File: config.mk
export PLATFORM = sky130hd
export DESIGN_NAME = pop_adc_decimator
export DESIGN_NICKNAME = d
export VERILOG_FILES = /design/src/rtl/pop_adc_pkg.sv /design/src/rtl/pop_adc_sync_fifo.sv /design/src/rtl/pop_adc_decimator.sv
export SDC_FILE = /design/constraint.sdc
export NUM_CORES = 1
export LEC_CHECK = 0
export CAP_MARGIN = 20
export CORE_MARGIN = 2
export CORE_UTILIZATION = 51
export CTS_BUF_LIST = sky130_fd_sc_hd__clkbuf_16
export CTS_CLUSTER_SIZE = 12
export DETAILED_ROUTE_END_ITERATION = 8
export PLACE_DENSITY = 0.72
export SYNTH_ARGS = -nofsm -noshare
export SYNTH_HDL_FRONTEND = slang
export SYNTH_SLANG_ARGS = --single-unit
File: constraint.sdc
create_clock -name clk_1Mhz -period 4.2 [get_ports clk_1Mhz]
set_input_delay 0.84 -clock clk_1Mhz [delete_from_list [all_inputs] [get_ports clk_1Mhz]]
set_output_delay 0.84 -clock clk_1Mhz [all_outputs]
set_load 0.05 [all_outputs]
File: src/rtl/pop_adc_pkg.sv
// Shared types and sizing helpers for the pop_adc conversion pipeline.
package pop_adc_pkg;

  localparam int POP_ADC_SAMPLE_W = 12;

  typedef logic [POP_ADC_SAMPLE_W-1:0] sample_t;

  // A block of 2^log2_decim samples never exceeds this many bits.
  function automatic int acc_width(input int sample_w, input int log2_decim);
    return sample_w + log2_decim;
  endfunction

  // Level must represent 0..depth inclusive.
  function automatic int fifo_level_w(input int depth);
    return $clog2(depth) + 1;
  endfunction

endpackage

File: src/rtl/pop_adc_sync_fifo.sv
// Show-ahead synchronous FIFO with level output. A push into a full FIFO is
// accepted only when a pop happens in the same cycle; otherwise it is ignored
// and the caller decides what a drop means.
module pop_adc_sync_fifo
  import pop_adc_pkg::*;
#(
  parameter int WIDTH = POP_ADC_SAMPLE_W,
  parameter int DEPTH = 4
) (
  input  logic                            clk_1Mhz,
  input  logic                            reset,
  input  logic                            clear,
  input  logic                            push,
  input  logic [WIDTH-1:0]                push_data,
  input  logic                            pop,
  output logic [WIDTH-1:0]                head_data,
  output logic                            empty,
  output logic                            full,
  output logic [fifo_level_w(DEPTH)-1:0]  level
);

  localparam int PTR_W = $clog2(DEPTH);
  localparam int LVL_W = fifo_level_w(DEPTH);

  logic [WIDTH-1:0] mem [DEPTH];
  logic [PTR_W-1:0] wr_ptr;
  logic [PTR_W-1:0] rd_ptr;
  logic             pop_ok;
  logic             push_ok;

  assign empty     = (level == '0);
  assign full      = (level == LVL_W'(DEPTH));
  assign pop_ok    = pop & ~empty;
  assign push_ok   = push & (~full | pop_ok);
  assign head_data = mem[rd_ptr];

  // Storage, pointers and level; storage is cleared so the head reads zero after reset.
  always_ff @(posedge clk_1Mhz or posedge reset) begin
    if (reset) begin
      for (int i = 0; i < DEPTH; i++) mem[i] <= '0;
      wr_ptr <= '0;
      rd_ptr <= '0;
      level  <= '0;
    end else if (clear) begin
      for (int i = 0; i < DEPTH; i++) mem[i] <= '0;
      wr_ptr <= '0;
      rd_ptr <= '0;
      level  <= '0;
    end else begin
      if (push_ok) begin
        mem[wr_ptr] <= push_data;
        wr_ptr      <= wr_ptr + PTR_W'(1);
      end
      if (pop_ok) rd_ptr <= rd_ptr + PTR_W'(1);
      if (push_ok && !pop_ok)      level <= level + LVL_W'(1);
      else if (pop_ok && !push_ok) level <= level - LVL_W'(1);
    end
  end

endmodule

File: src/rtl/pop_adc_decimator.sv
// Boxcar decimator: averages blocks of 2^LOG2_DECIM ADC samples and queues
// the averages on a valid/ready stream. Results arriving while the queue is
// full are dropped and flagged on the sticky overflow output.
// Build option POP_ADC_DECIM_ROUND_EN: round-half-up with saturation instead
// of a truncating shift.
module pop_adc_decimator
  import pop_adc_pkg::*;
#(
  parameter int SAMPLE_W   = POP_ADC_SAMPLE_W,
  parameter int LOG2_DECIM = 2,
  parameter int DEPTH      = 4
) (
  input  logic                            clk_1Mhz,
  input  logic                            reset,
  input  logic                            clear,
  input  logic                            sample_valid,
  input  logic [SAMPLE_W-1:0]             sample_data,
  output logic                            out_valid,
  input  logic                            out_ready,
  output logic [SAMPLE_W-1:0]             out_data,
  output logic [fifo_level_w(DEPTH)-1:0]  fifo_level,
  output logic                            overflow
);

  localparam int ACC_W = acc_width(SAMPLE_W, LOG2_DECIM);
  localparam int CNT_W = (LOG2_DECIM > 0) ? LOG2_DECIM : 1;
  localparam logic [CNT_W-1:0] CNT_LAST = CNT_W'((1 << LOG2_DECIM) - 1);

  logic [ACC_W-1:0]    acc;
  logic [ACC_W-1:0]    sum;
  logic [CNT_W-1:0]    count;
  logic [SAMPLE_W-1:0] result;
  logic                block_done;
  logic                fifo_empty;
  logic                fifo_full;
  logic                popping;

  assign sum        = acc + ACC_W'(sample_data);
  assign block_done = sample_valid & (count == CNT_LAST) & ~clear;
  assign out_valid  = ~fifo_empty;
  assign popping    = out_valid & out_ready;

`ifdef POP_ADC_DECIM_ROUND_EN
  if (LOG2_DECIM > 0) begin : g_round
    localparam int RND_W = ACC_W + 1;
    localparam logic [RND_W-1:0] HALF = RND_W'(1) << (LOG2_DECIM - 1);
    localparam logic [RND_W-1:0] MAX_CODE = {{(RND_W-SAMPLE_W){1'b0}}, {SAMPLE_W{1'b1}}};
    logic [RND_W-1:0] rounded;
    assign rounded = (RND_W'(sum) + HALF) >> LOG2_DECIM;
    assign result  = (rounded > MAX_CODE) ? {SAMPLE_W{1'b1}} : rounded[SAMPLE_W-1:0];
  end else begin : g_pass
    assign result = sum[SAMPLE_W-1:0];
  end
`else
  logic [ACC_W-1:0] shifted;
  assign shifted = sum >> LOG2_DECIM;
  assign result  = shifted[SAMPLE_W-1:0];
`endif

  // Accumulate the current block; restart on the last sample whether or not the push lands.
  always_ff @(posedge clk_1Mhz or posedge reset) begin
    if (reset) begin
      acc   <= '0;
      count <= '0;
    end else if (clear) begin
      acc   <= '0;
      count <= '0;
    end else if (sample_valid) begin
      if (count == CNT_LAST) begin
        acc   <= '0;
        count <= '0;
      end else begin
        acc   <= sum;
        count <= count + CNT_W'(1);
      end
    end
  end

  // Sticky drop flag: a finished block met a full queue with no pop to make room.
  always_ff @(posedge clk_1Mhz or posedge reset) begin
    if (reset)                                      overflow <= 1'b0;
    else if (clear)                                 overflow <= 1'b0;
    else if (block_done && fifo_full && !popping)   overflow <= 1'b1;
  end

  pop_adc_sync_fifo #(
    .WIDTH (SAMPLE_W),
    .DEPTH (DEPTH)
  ) u_fifo (
    .clk_1Mhz  (clk_1Mhz),
    .reset     (reset),
    .clear     (clear),
    .push      (block_done),
    .push_data (result),
    .pop       (out_ready),
    .head_data (out_data),
    .empty     (fifo_empty),
    .full      (fifo_full),
    .level     (fifo_level)
  );

endmodule

======== Word-level counts from Yosys, hierarchy flattened ========
Index checks and enable logic that the tools add are counted.
operators by class
  bitwise gates (word level) .............. 10
  multiplexer cells ....................... 23
  reductions and logical operators ........ 13
  div/mod/pow operators ................... 0
  multiply operators ...................... 0
  $lt $le $gt $ge ......................... 3
  equality and inequality tests ........... 2
  shift operators ......................... 0
  $add $sub $neg .......................... 6
operators by type and width
  kind                                                         count
  2-to-1 mux 48 bit                                            2
  bitwise mux 48 bit                                           1
  2-to-1 mux 14 bit                                            3
  2-to-1 mux 12 bit                                            3
  binary-select mux 12 bit (select 2 bit)                      1
  demux 12 bit (select 2 bit)                                  1
  adder 14 x 12 -> 14 bit                                      1
  2-to-1 mux 2 bit                                             7
  2-to-1 mux 3 bit                                             3
  nonzero test 2 bit                                           4
  adder 2 x 1 -> 2 bit (second input constant)                 3
  greater-or-equal comparator 3 bit (second input constant)    2
  NOT 2 -> 3 bit                                               2
  logical AND 1 bit                                            5
  AND 1 bit                                                    4
  adder 3 x 1 -> 3 bit (second input constant)                 1
  equality test 3 bit (second input constant)                  1
  logical NOT 3 bit                                            1
  less-than comparator 3 x 1 -> 1 bit (second input constant)  1
  NOT 1 bit                                                    3
  nonzero test 3 bit                                           1
  subtractor 3 x 1 -> 3 bit (second input constant)            1
  equality test 2 bit (second input constant)                  1
  logical NOT 1 bit                                            2
  2 further kinds                                              3
word-level totals
  register bits ........................... 72
  bits in latches ......................... 0
  bits in read-only memories .............. 0
  memories kept ........................... 0
  bits in writable memories ............... 0
  logic and storage cells ................. 67

======== Logic depth before layout (Yosys ltp) ========
Gate-level depths: netlist of the first run.
  word-level depth ........................ 10
  gate-level depth with buffers ........... 9
  gate-level depth less buffers ........... 9

======== Cells and area by module ========
Synthesis of the first run repeated with hierarchy kept, for this count alone.
second synthesis, totals
  cells, all modules ...................... 457
  area, all modules ....................... 4334.2 sq um
modules (own cells, without submodules)
  module             times used  area an instance (sq um)  cells each
  pop_adc_sync_fifo  1           2946.6                    304
  pop_adc_decimator  1           1387.6                    153

======== Worst setup path after synthesis of the first run ========
Ideal clock, no wire load.
  path kind ............................... register -> register
  start point ............................. reg u_fifo.level[1]
  end point ............................... reg u_fifo.level[2]
  setup slack ............................. 1.429 ns
  path buffers ............................ 0
  setup time .............................. 0.132 ns
  stages on the path, launching flop included .. 8
  arrival time ............................ 2.639 ns
  period minus slack after synthesis ...... 2.771 ns
  cells stage by stage .................... dfrtp_1 or3_1 and2_1 nor2b_1 fa_1 or3_1 a311oi_1 nor2_1
on the way
  word-level cells in the longest chain between the ends .. 8
  elaborated cells on any way between the ends .. 17
  those cells by class .................... add/sub: 2; eq/ne: 1; mux: 3; bitwise: 5; reduce/logical: 6
RTL lines
  element                                                        RTL line                                          RTL
  start: declaration                                             pop_adc_sync_fifo.sv:19                           output logic [fifo_level_w(DEPTH)-1:0] level
  start signal: assignment                                       pop_adc_sync_fifo.sv:55                           if (push_ok && !pop_ok) level <= level + LVL_W'(1);
  start signal: assignment                                       pop_adc_sync_fifo.sv:56                           else if (pop_ok && !push_ok) level <= level - LVL_W'(1);
  logical NOT 3 bit *                                            pop_adc_sync_fifo.sv:31                           assign empty = (level == '0);
  NOT 1 bit *                                                    --
  named net out_valid                                            pop_adc_decimator.sv:18                           output logic out_valid,
  AND 1 bit *                                                    pop_adc_sync_fifo.sv:33                           assign pop_ok = pop & ~empty;
  OR 1 bit                                                       pop_adc_sync_fifo.sv:34                           assign push_ok = push & (~full | pop_ok);
  AND 1 bit                                                      pop_adc_sync_fifo.sv:34
  logical AND 1 bit / logical NOT 1 bit (equally long branches)  pop_adc_sync_fifo.sv:55, pop_adc_sync_fifo.sv:56
  2-to-1 mux 3 bit / logical AND 1 bit (equally long branches)   pop_adc_sync_fifo.sv:55, pop_adc_sync_fifo.sv:56
  2-to-1 mux 3 bit / nonzero test 3 bit (equally long branches)  --
Mark *: on every way through the listed nets, which the timed path passes. The rest lies on a longest branch. The select of a mux whose other input is x is not followed.
A chain may end at the register's enable or synchronous reset.

======== Final worst setup path of the first run ========
  start point ............................. reg u_fifo.rd_ptr[0]
  end point ............................... out out_data[4]
on the way
  word-level cells in the longest chain between the ends .. 4
RTL lines
  element                                                RTL line                 RTL
  start: declaration                                     pop_adc_sync_fifo.sv:27  logic [PTR_W-1:0] rd_ptr;
  start signal: assignment                               pop_adc_sync_fifo.sv:54  if (pop_ok) rd_ptr <= rd_ptr + PTR_W'(1);
  NOT 2 -> 3 bit (implied by the code)                   pop_adc_sync_fifo.sv:35  assign head_data = mem[rd_ptr];
  binary-select mux 12 bit (select 2 bit)                pop_adc_sync_fifo.sv:35
  2-to-1 mux 12 bit (implied by the code) (2 in series)  pop_adc_sync_fifo.sv:35
  end: declaration                                       pop_adc_decimator.sv:20  output logic [SAMPLE_W-1:0] out_data,
No other way between the ends. The select of a mux whose other input is x is not followed.

==> flow_summary_export.csv, run 1 <==
group,metric,value,unit
run_status,status,"complete, no violations",
floorplan,die-width,92.7,um
timing,clock.fmax,0.299,GHz
layout,layout_commonest_cell,"sky130_fd_sc_hd__dfrtp_1",
timing,post_layout_min_period,3.34,ns
floorplan,floorplan.initialDensity,0.522,
floorplan,die_area,8600,um2
synth,synth-edff-count,0,
timing,fin_crit_sh,0.795,
clock_tree,insertion_delay,0.33,ns
floorplan,die-height,92.7,um
layout,stdcell_count,509,
synth,ys.flop_type,"sky130_fd_sc_hd__dfrtp_1",
clock_tree,cts_setup_buffers,0,
synth,mappedNetlistArea,4010,um2
detailed_routing,detailedRoute.firstPassIterationCount,5,
detailed_routing,route.antenna.remaining_nets,0,
power,total_leakage_power,2.05,nW
setup_path,r2r_cells,8,
global_routing,grt_max_degree,73,
detailed_routing,route.detailed.drc,0,
global_routing,global_route.usage.total,0.236,
layout,fillCellCount,629,
power,design_power_total,2.07,mW
run,maxCapViolCount,0,
layout,most-common-layout-cells,"sky130_fd_sc_hd__dfrtp_1 (72), sky130_fd_sc_hd__o21ai_0 (37), sky130_fd_sc_hd__clkdlybuf4s50_1 (33), sky130_fd_sc_hd__nand2_1 (31), sky130_fd_sc_hd__nand3b_1 (28)",
hold_path,holdCritStartpoint,"acc[7]$_DFFE_PP0P_",
timing,max_slew_margin,0.360,
timing,finalClockSkew,0.00630,ns
synth,yosysTopAreaCellShare,0.449,
global_routing,grt_pass1_wl,15.7,mm
global_routing,first_global_vias,3100,
timing,finalSetupTns,0,ns
layout,num-nets-final,438,
layout,area_growth,17.8,%
clock_tree,cts_sinks,72,
power,peakVddDrop,0.366,mV
setup_path,crit_arrival,2.50,ns
floorplan,total_i_o_pin_count,34,
timing,final-max-slew-violation-count,0,
timing,grt_setup_unrepaired,"false",
placement,dp_hpwl,6.25,mm
timing,hold_ws,0.486,ns
synth,ys_top_cells_by_area,"sky130_fd_sc_hd__dfrtp_1 (45%), sky130_fd_sc_hd__mux4_2 (6.7%), sky130_fd_sc_hd__ha_1 (5.3%), sky130_fd_sc_hd__nand3b_1 (5.2%), sky130_fd_sc_hd__o21ai_0 (4.6%)",
synth,postSynthAreaPerCell,10.8,um2
synth,ys_seq_area_frac,0.449,
setup_path,origin_of_the_worst_setup_path,"u_fifo.rd_ptr[0]$_DFFE_PP0P_",
setup_path,timing.setup.critical_path_class,"reg -> out",
detailed_routing,dr_total_vias,3113,
placement,numPortBuffers,33,
global_routing,grt_remaining_overflow,0,
floorplan,placeableCoreArea,7690,um2
setup_path,timing.critical_path.fanout_max,8,
clock_tree,clock_tree.htree_level_count,3,
layout,diodes,0,
power,power-per-cell-area,439,nW/um2
synth,synthArstFlopShare,1.00,
clock_tree,cts_inserted_buffers,9,
setup_path,start_kind,"flip-flop",
setup_path,r2r-start,"acc[0]$_DFFE_PP0P_",
clock_tree,clock_path_buffers,2,
setup_path,endpoint_required_time_on_the_critical_path,3.36,ns
placement,dp.cells,493,
placement,routabilityCongestion,0.860,
synth,ys_warns,0,
detailed_routing,finalWirelength,9.42,mm
synth,ys_ff_latch,72,
synth,ys_types,54,
global_routing,grt_antenna_before_repair,0,
floorplan,row_count,32,
synth,cell_count_after_synthesis,371,
timing,max_slew.worst_pin.slew,0.956,ns
layout,post_route_cells_drive_above_1_share,0.106,
synth,largest_area_contributor_in_the_netlist,"sky130_fd_sc_hd__dfrtp_1",
hold_path,hold_depth,2,
clock_tree,post_cts_resized,0,
timing,hold_violations,0,
clock_tree,postCtsHoldBufs,0,
setup_path,endpoint_kind_of_the_worst_setup_timing_path,"output pin",
clock_tree,clk_slew_on_worst_s_h_paths,0.06,ns
timing,finalSetupViolCount,0,
detailed_routing,vias_per_cell,6.12,
detailed_routing,detail_route.wl_per_cell,18.5,um
hold_path,worst_hold_path_type,"reg -> reg",
detailed_routing,drt_iter0_drc,237,
layout,sequential_cell_area,1800,um2
clock_tree,cts_tree,"yes",
clock_tree,root_buffer,"sky130_fd_sc_hd__clkbuf_16",
synth,syn_nets,407,
layout,multi_input_area,2100,um2
-- per-layer routing --
metal | part of all wire | GRT usage | vias up
met3 | 0.061 | 0.0586 | 16
met1 | 0.46 | 0.328 | 1549
met5 | 0 | 0 | -
li1 | - | - | 1457
met4 | 0.016 | 0.0895 | 0
met2 | 0.46 | 0.360 | 91
-- kinds of logic after synthesis --
| logic type | count (synthesis) | synth area share |
|---|---|---|
| flops | 72 | 0.449 |
| simple gates | 110 | 0.156 |
| buf+inv | 28 | 0.0290 |
| mux | 13 | 0.0698 |
| fa+ha+maj | 19 | 0.0630 |
| compound gates | 117 | 0.207 |
| xor+xnor | 12 | 0.0262 |
-- report_power, final --
part / internal, mW / total, mW / leakage, nW / switching (mW)
clock: 0.461 / 0.765 / 0.144 / 0.304
sequential: 0.733 / 0.787 / 0.994 / 0.0542
combinational: 0.194 / 0.523 / 0.909 / 0.329
total: 1.39 / 2.07 / 2.05 / 0.687
-- Yosys cell counts, types with 2 or more instances --
cell type / instances
sky130_fd_sc_hd__xnor2_1: 9
sky130_fd_sc_hd__or3_1: 3
sky130_fd_sc_hd__buf_2: 3
sky130_fd_sc_hd__o21a_1: 2
sky130_fd_sc_hd__and3_1: 2
sky130_fd_sc_hd__a211oi_1: 3
sky130_fd_sc_hd__nor2_1: 15
sky130_fd_sc_hd__o2111ai_1: 6
sky130_fd_sc_hd__nand2b_1: 3
sky130_fd_sc_hd__o21ai_0: 37
sky130_fd_sc_hd__nand2_1: 31
sky130_fd_sc_hd__clkbuf_1: 13
sky130_fd_sc_hd__dfrtp_1: 72
sky130_fd_sc_hd__inv_1: 10
sky130_fd_sc_hd__a21oi_2: 2
sky130_fd_sc_hd__nand3_1: 6
sky130_fd_sc_hd__a22o_1: 17
sky130_fd_sc_hd__and2_1: 7
sky130_fd_sc_hd__or4_1: 4
sky130_fd_sc_hd__a21oi_1: 15
sky130_fd_sc_hd__a32o_1: 4
sky130_fd_sc_hd__xor2_1: 3
sky130_fd_sc_hd__a21o_1: 5
sky130_fd_sc_hd__o31ai_1: 5
sky130_fd_sc_hd__o21ai_1: 5
sky130_fd_sc_hd__o21bai_1: 3
sky130_fd_sc_hd__ha_1: 17
sky130_fd_sc_hd__nor3_1: 3
sky130_fd_sc_hd__fa_1: 2
sky130_fd_sc_hd__mux4_2: 12
sky130_fd_sc_hd__nand3b_1: 28
sky130_fd_sc_hd__nor2b_1: 2
-- worst paths after layout --
path	to	slack, ns
worst max-delay path	out_data[4]	0.86
worst min register to register	acc[7]$_DFFE_PP0P_	0.49
min in group asynchronous	u_fifo.mem[17]$_DFFE_PP0P_	1.11
worst min-delay path	acc[7]$_DFFE_PP0P_	0.49
worst max register to register	u_fifo.mem[46]$_DFFE_PP0P_	1.66
max in group asynchronous	u_fifo.mem[44]$_DFFE_PP0P_	2.51
-- per-stage QoR --
step                instance area [um2]  utilization  setup WS [ns]
finish                             4730        0.615          0.860
global route                       4730        0.615          0.734
CTS                                4730        0.615          0.817
detailed placement                 4430        0.576          0.697
global placement                   4430        0.576          0.797
floorplan                          4010            -           1.43
-- state kept, by name (all words and copies together) (netlist names) --
register       cells
u_fifo.mem        48
acc               14
u_fifo.level       3
count              2
u_fifo.rd_ptr      2
u_fifo.wr_ptr      2
overflow           1
-- critical path, stage by stage (launching register included) --
cell,delay [ns]
sky130_fd_sc_hd__dfrtp_1,0.63
sky130_fd_sc_hd__buf_4,0.29
sky130_fd_sc_hd__mux4_2,0.53
sky130_fd_sc_hd__clkdlybuf4s50_1,0.72
-- cell type report --
cell class              count  share of cell area
multi-input cells         271               0.443
flip-flops and latches     72               0.381
repair buffers             38              0.0778
clock buffers               9              0.0476
well taps                 102              0.0270
clock inverters             7              0.0151
inverters                  10             0.00794
Note: power is estimated with default switching activity, not from simulation.
==> inputs of run 2 (changes only) <==
clock period = 3.2 ns   (was 4.2 ns; I/O delays follow)
==> flow_summary_export.csv, run 2 (synthesis gave the netlist of run 1 again) <==
group,metric,value,unit
timing,final-max-slew-violation-count,0,
power,peakVddDrop,0.636,mV
timing,post_layout_min_period,2.85,ns
setup_path,timing.setup.critical_path_class,"in -> reg",
layout,stdcell_count,518,
clock_tree,cts_sinks,72,
timing,clock.fmax,0.350,GHz
setup_path,cells_traversed_along_the_worst_timing_path,"clkdlybuf4s50_1 > ha_1 > inv_1 > fa_1 > and2b_1 > o2111ai_2 > a311o_1 > a211o_1 > o21ai_1",
placement,dp_hpwl,6.37,mm
setup_path,endpoint_kind_of_the_worst_setup_timing_path,"flip-flop",
timing,finalSetupViolCount,0,
layout,fillCellCount,655,
timing,finalSetupTns,0,ns
detailed_routing,route.antenna.remaining_nets,0,
setup_path,timing.critical_path.fanout_max,5,
detailed_routing,vias_per_cell,6.03,
setup_path,critPathMaxStageDelay,0.46,ns
power,total_leakage_power,2.10,nW
global_routing,grt_max_degree,49,
setup_path,endpoint_required_time_on_the_critical_path,3.45,ns
global_routing,grt_pass1_wl,15.7,mm
clock_tree,cts_tree,"yes",
layout,layout_commonest_cell,"sky130_fd_sc_hd__dfrtp_1",
clock_tree,postCtsHoldBufs,0,
placement,routabilityCongestion,0.836,
timing,finalClockSkew,0.00598,ns
detailed_routing,dr_total_vias,3121,
floorplan,die_area,8600,um2
run_status,status,"complete, no violations",
clock_tree,clk_slew_on_worst_s_h_paths,0.06,ns
global_routing,grt_remaining_overflow,0,
layout,number_of_flip_flops_under_the_largest_register_name,48,
placement,numPortBuffers,33,
timing,max_slew.worst_pin.slew,0.868,ns
detailed_routing,detail_route.wl_per_cell,17.9,um
clock_tree,root_buffer,"sky130_fd_sc_hd__clkbuf_16",
global_routing,first_global_vias,3088,
layout,area_growth,19.9,%
power,design_power_total,2.75,mW
timing,hold_violations,0,
layout,most-common-layout-cells,"sky130_fd_sc_hd__dfrtp_1 (72), sky130_fd_sc_hd__o21ai_0 (37), sky130_fd_sc_hd__clkdlybuf4s50_1 (33), sky130_fd_sc_hd__nand2_1 (31), sky130_fd_sc_hd__nand3b_1 (28)",
setup_path,crit_arrival,3.10,ns
timing,max_slew_margin,0.419,
layout,diodes,0,
floorplan,die-width,92.7,um
placement,dp.cells,502,
global_routing,global_route.usage.total,0.235,
setup_path,cpMaxStageDelayCell,"sky130_fd_sc_hd__clkdlybuf4s50_1",
global_routing,grt_antenna_before_repair,0,
layout,top_regs,"u_fifo.mem (48), acc (14), u_fifo.level (3)",
clock_tree,post_cts_resized,0,
detailed_routing,detailedRoute.firstPassIterationCount,4,
run,maxCapViolCount,0,
layout,num-nets-final,447,
clock_tree,insertion_delay,0.33,ns
hold_path,worst_hold_path_type,"reg -> reg",
clock_tree,cts_inserted_buffers,9,
clock_tree,clock_tree.htree_level_count,3,
layout,top_register,"u_fifo.mem",
setup_path,start_kind,"primary input",
floorplan,floorplan.initialDensity,0.522,
floorplan,placeableCoreArea,7690,um2
clock_tree,clock_path_buffers,2,
timing,fin_crit_sh,0.892,
detailed_routing,drt_iter0_drc,214,
detailed_routing,finalWirelength,9.25,mm
power,power-per-cell-area,572,nW/um2
timing,grt_setup_unrepaired,"false",
detailed_routing,route.detailed.drc,0,
layout,post_route_cells_drive_above_1_share,0.127,
timing,hold_ws,0.486,ns
floorplan,total_i_o_pin_count,34,
floorplan,die-height,92.7,um
floorplan,row_count,32,
clock_tree,cts_setup_buffers,0,
## run 2: per-layer routing
layer,part of all wire,vias to the layer above,wire [um],track usage
li1,-,1476,-,-
met1,0.47,1563,4310,0.345
met5,0,-,0,0
met3,0.048,10,440,0.0350
met2,0.48,72,4400,0.352
met4,0.011,0,106,0.0931
## run 2: worst paths after layout
kind	from	to	slack [ns]	cells after the start
max	sample_data[0]	acc[10]$_DFFE_PP0P_	0.35	9
min	u_fifo.mem[44]$_DFFE_PP0P_	u_fifo.mem[44]$_DFFE_PP0P_	0.49	2
max reg2reg	acc[0]$_DFFE_PP0P_	acc[10]$_DFFE_PP0P_	0.76	8
min reg2reg	u_fifo.mem[44]$_DFFE_PP0P_	u_fifo.mem[44]$_DFFE_PP0P_	0.49	2
max in group asynchronous	reset	acc[1]$_DFFE_PP0P_	1.91	3
min in group asynchronous	reset	u_fifo.mem[17]$_DFFE_PP0P_	0.65	2
## run 2: stage by stage
stage	setup slack (ns)	cell area, um2	util
3_3_place_gp	0.0528	4510	0.587
3_5_place_dp	0.0155	4510	0.587
6_report	0.346	4810	0.626
2_1_floorplan	0.429	4010	-
4_1_cts	0.342	4810	0.626
5_1_grt	0.220	4810	0.626
## run 2: area by class of cell
class                   count  area (um2)  share of cell area
clock inverters             7        77.6              0.0161
clock buffers               9         225              0.0468
multi-input cells         271        2100               0.435
inverters                  10        37.5             0.00780
well taps                 102         128              0.0265
repair buffers             47         448              0.0931
flip-flops and latches     72        1800               0.374
## run 2: report_power, final
group / switching [mW] / leakage [nW] / internal [mW]
combinational: 0.438 / 0.960 / 0.272
sequential: 0.0586 / 0.994 / 0.962
clock: 0.411 / 0.146 / 0.610
total: 0.908 / 2.10 / 1.84
## run 2: critical path: cells and delay by family
family	cells	cell delay, ns
adders and majority gates	2	0.59
and+or+nand+nor	1	0.24
buffers and inverters	2	0.52
AOI/OAI and AO/OA	4	1.11
==> inputs of run 3 (changes only) <==
SETUP_SLACK_MARGIN = 0.3   (was default)
==> flow_summary_export.csv, run 3 (synthesis gave the netlist of run 1 again) <==
group,metric,value,unit
layout,top_register,"u_fifo.mem",
clock_tree,cts_inserted_buffers,9,
detailed_routing,drt_iter0_drc,251,
timing,finalSetupTns,0,ns
hold_path,worst_hold_path_type,"reg -> reg",
floorplan,total_i_o_pin_count,34,
setup_path,r2r_cells,8,
layout,area_growth,20.3,%
global_routing,grt_max_degree,49,
global_routing,grt_antenna_before_repair,0,
floorplan,die-height,92.7,um
clock_tree,root_buffer,"sky130_fd_sc_hd__clkbuf_16",
placement,numPortBuffers,33,
layout,post_route_cells_drive_above_1_share,0.130,
timing,clock.fmax,0.353,GHz
layout,layout_commonest_cell,"sky130_fd_sc_hd__dfrtp_1",
placement,dp.cells,502,
detailed_routing,dr_total_vias,3175,
run,maxCapViolCount,0,
timing,fin_crit_sh,0.885,
clock_tree,clk_slew_on_worst_s_h_paths,0.06,ns
setup_path,critPathMaxStageDelay,0.72,ns
detailed_routing,detailedRoute.firstPassIterationCount,5,
detailed_routing,finalWirelength,9.29,mm
setup_path,cpMaxStageDelayCell,"sky130_fd_sc_hd__clkdlybuf4s50_1",
floorplan,floorplan.initialDensity,0.522,
setup_path,cells_traversed_along_the_worst_timing_path,"mux4_2 > clkdlybuf4s50_1",
layout,finish.instance_area,4830,um2
setup_path,timing.setup.critical_path_class,"reg -> out",
clock_tree,cts_sinks,72,
detailed_routing,detail_route.wl_per_cell,17.9,um
detailed_routing,vias_per_cell,6.13,
detailed_routing,route.detailed.drc,0,
setup_path,endpoint_required_time_on_the_critical_path,2.56,ns
layout,diodes,0,
placement,dp_hpwl,6.37,mm
detailed_routing,route.antenna.remaining_nets,0,
timing,post_layout_min_period,2.83,ns
setup_path,critical_path.top_delay_family,"buffers and inverters",
global_routing,first_global_vias,3088,
power,power-per-cell-area,572,nW/um2
floorplan,placeableCoreArea,7690,um2
timing,finalClockSkew,0.00608,ns
global_routing,global_route.usage.total,0.235,
placement,routabilityCongestion,0.836,
timing,max_slew.worst_pin.slew,0.832,ns
power,total_leakage_power,2.10,nW
setup_path,cp_num_cells,2,
clock_tree,clock_tree.htree_level_count,3,
timing,hold_violations,0,
layout,num-nets-final,447,
run_status,status,"complete, no violations",
setup_path,timing.critical_path.fanout_max,7,
clock_tree,postCtsHoldBufs,0,
clock_tree,cts_tree,"yes",
timing,max_slew_margin,0.443,
floorplan,row_count,32,
floorplan,die-width,92.7,um
setup_path,crit_arrival,2.19,ns
clock_tree,insertion_delay,0.33,ns
layout,stdcell_count,518,
layout,most-common-layout-cells,"sky130_fd_sc_hd__dfrtp_1 (72), sky130_fd_sc_hd__o21ai_0 (37), sky130_fd_sc_hd__clkdlybuf4s50_1 (33), sky130_fd_sc_hd__nand2_1 (31), sky130_fd_sc_hd__nand3b_1 (28)",
setup_path,critical_path_buf_inv_count,1,
global_routing,grt_remaining_overflow,0,
placement,post_dp_cell_area,4510,um2
timing,final-max-slew-violation-count,0,
hold_path,hold_depth,2,
layout,top_regs,"u_fifo.mem (48), acc (14), u_fifo.level (3)",
global_routing,grt_pass1_wl,15.7,mm
setup_path,start_kind,"flip-flop",
power,peakVddDrop,0.636,mV
floorplan,die_area,8600,um2
layout,number_of_flip_flops_under_the_largest_register_name,48,
clock_tree,clock_path_buffers,2,
setup_path,endpoint_kind_of_the_worst_setup_timing_path,"output pin",
timing,grt_setup_unrepaired,"false",
timing,finalSetupViolCount,0,
run 3: layout make-up:
cell class,count,area [um2]
Timing Repair Buffer,47,452
Sequential cell,72,1800
Clock inverter,7,77.6
Inverter,10,37.5
Fill cell,654,2860
Multi-Input combinational cell,271,2110
Tap cell,102,128
Clock buffer,9,225
run 3: per-stage QoR:
| stage | hold slack, ns | utilization | power [mW] | setup slack [ns] |
|---|---|---|---|---|
| final | 0.487 | 0.628 | 2.76 | 0.368 |
| after CTS | 0.483 | 0.626 | 2.76 | 0.342 |
| after global placement | 0.467 | 0.587 | 1.73 | 0.0528 |
| after detailed placement | 0.470 | 0.587 | 1.74 | 0.0155 |
| after floorplan | 0.450 | - | 1.53 | 0.429 |
| after global routing | 0.510 | 0.628 | 2.89 | 0.299 |
run 3: power breakdown:
part / leakage, nW / total (mW) / internal, mW / switching, mW
Sequential: 0.994 / 1.02 / 0.962 / 0.0590
Clock: 0.146 / 1.03 / 0.610 / 0.415
Combinational: 0.961 / 0.719 / 0.274 / 0.445
run 3: timing repair:
action,4_1_cts,5_1_grt
endpoints found under the setup margin,0,10
resized for setup,0,3
buffers inserted,0,0
run 3: worst min-delay path: stages (launching register included):
cell and delay [ns]:
sky130_fd_sc_hd__dfrtp_1 0.34, sky130_fd_sc_hd__nand2_1 0.05, sky130_fd_sc_hd__o21ai_1 0.06
run 3: per-layer routing:
layer  part of all wire  up-vias  GRT usage
met3              0.052       18     0.0350
li1                   -     1484          -
met4              0.019        0     0.0931
met1               0.46     1570      0.345
met5                  0        -          0
met2               0.47      103      0.352
run 3: worst paths after layout:
check / start / end / slack [ns]
max: u_fifo.rd_ptr[1]$_DFFE_PP0P_ / out_data[10] / 0.37
min: u_fifo.mem[8]$_DFFE_PP0P_ / u_fifo.mem[8]$_DFFE_PP0P_ / 0.49
max reg2reg: acc[0]$_DFFE_PP0P_ / acc[10]$_DFFE_PP0P_ / 0.85
min reg2reg: u_fifo.mem[8]$_DFFE_PP0P_ / u_fifo.mem[8]$_DFFE_PP0P_ / 0.49
max in group asynchronous: reset / acc[2]$_DFFE_PP0P_ / 1.90
min in group asynchronous: reset / u_fifo.mem[44]$_DFFE_PP0P_ / 0.65
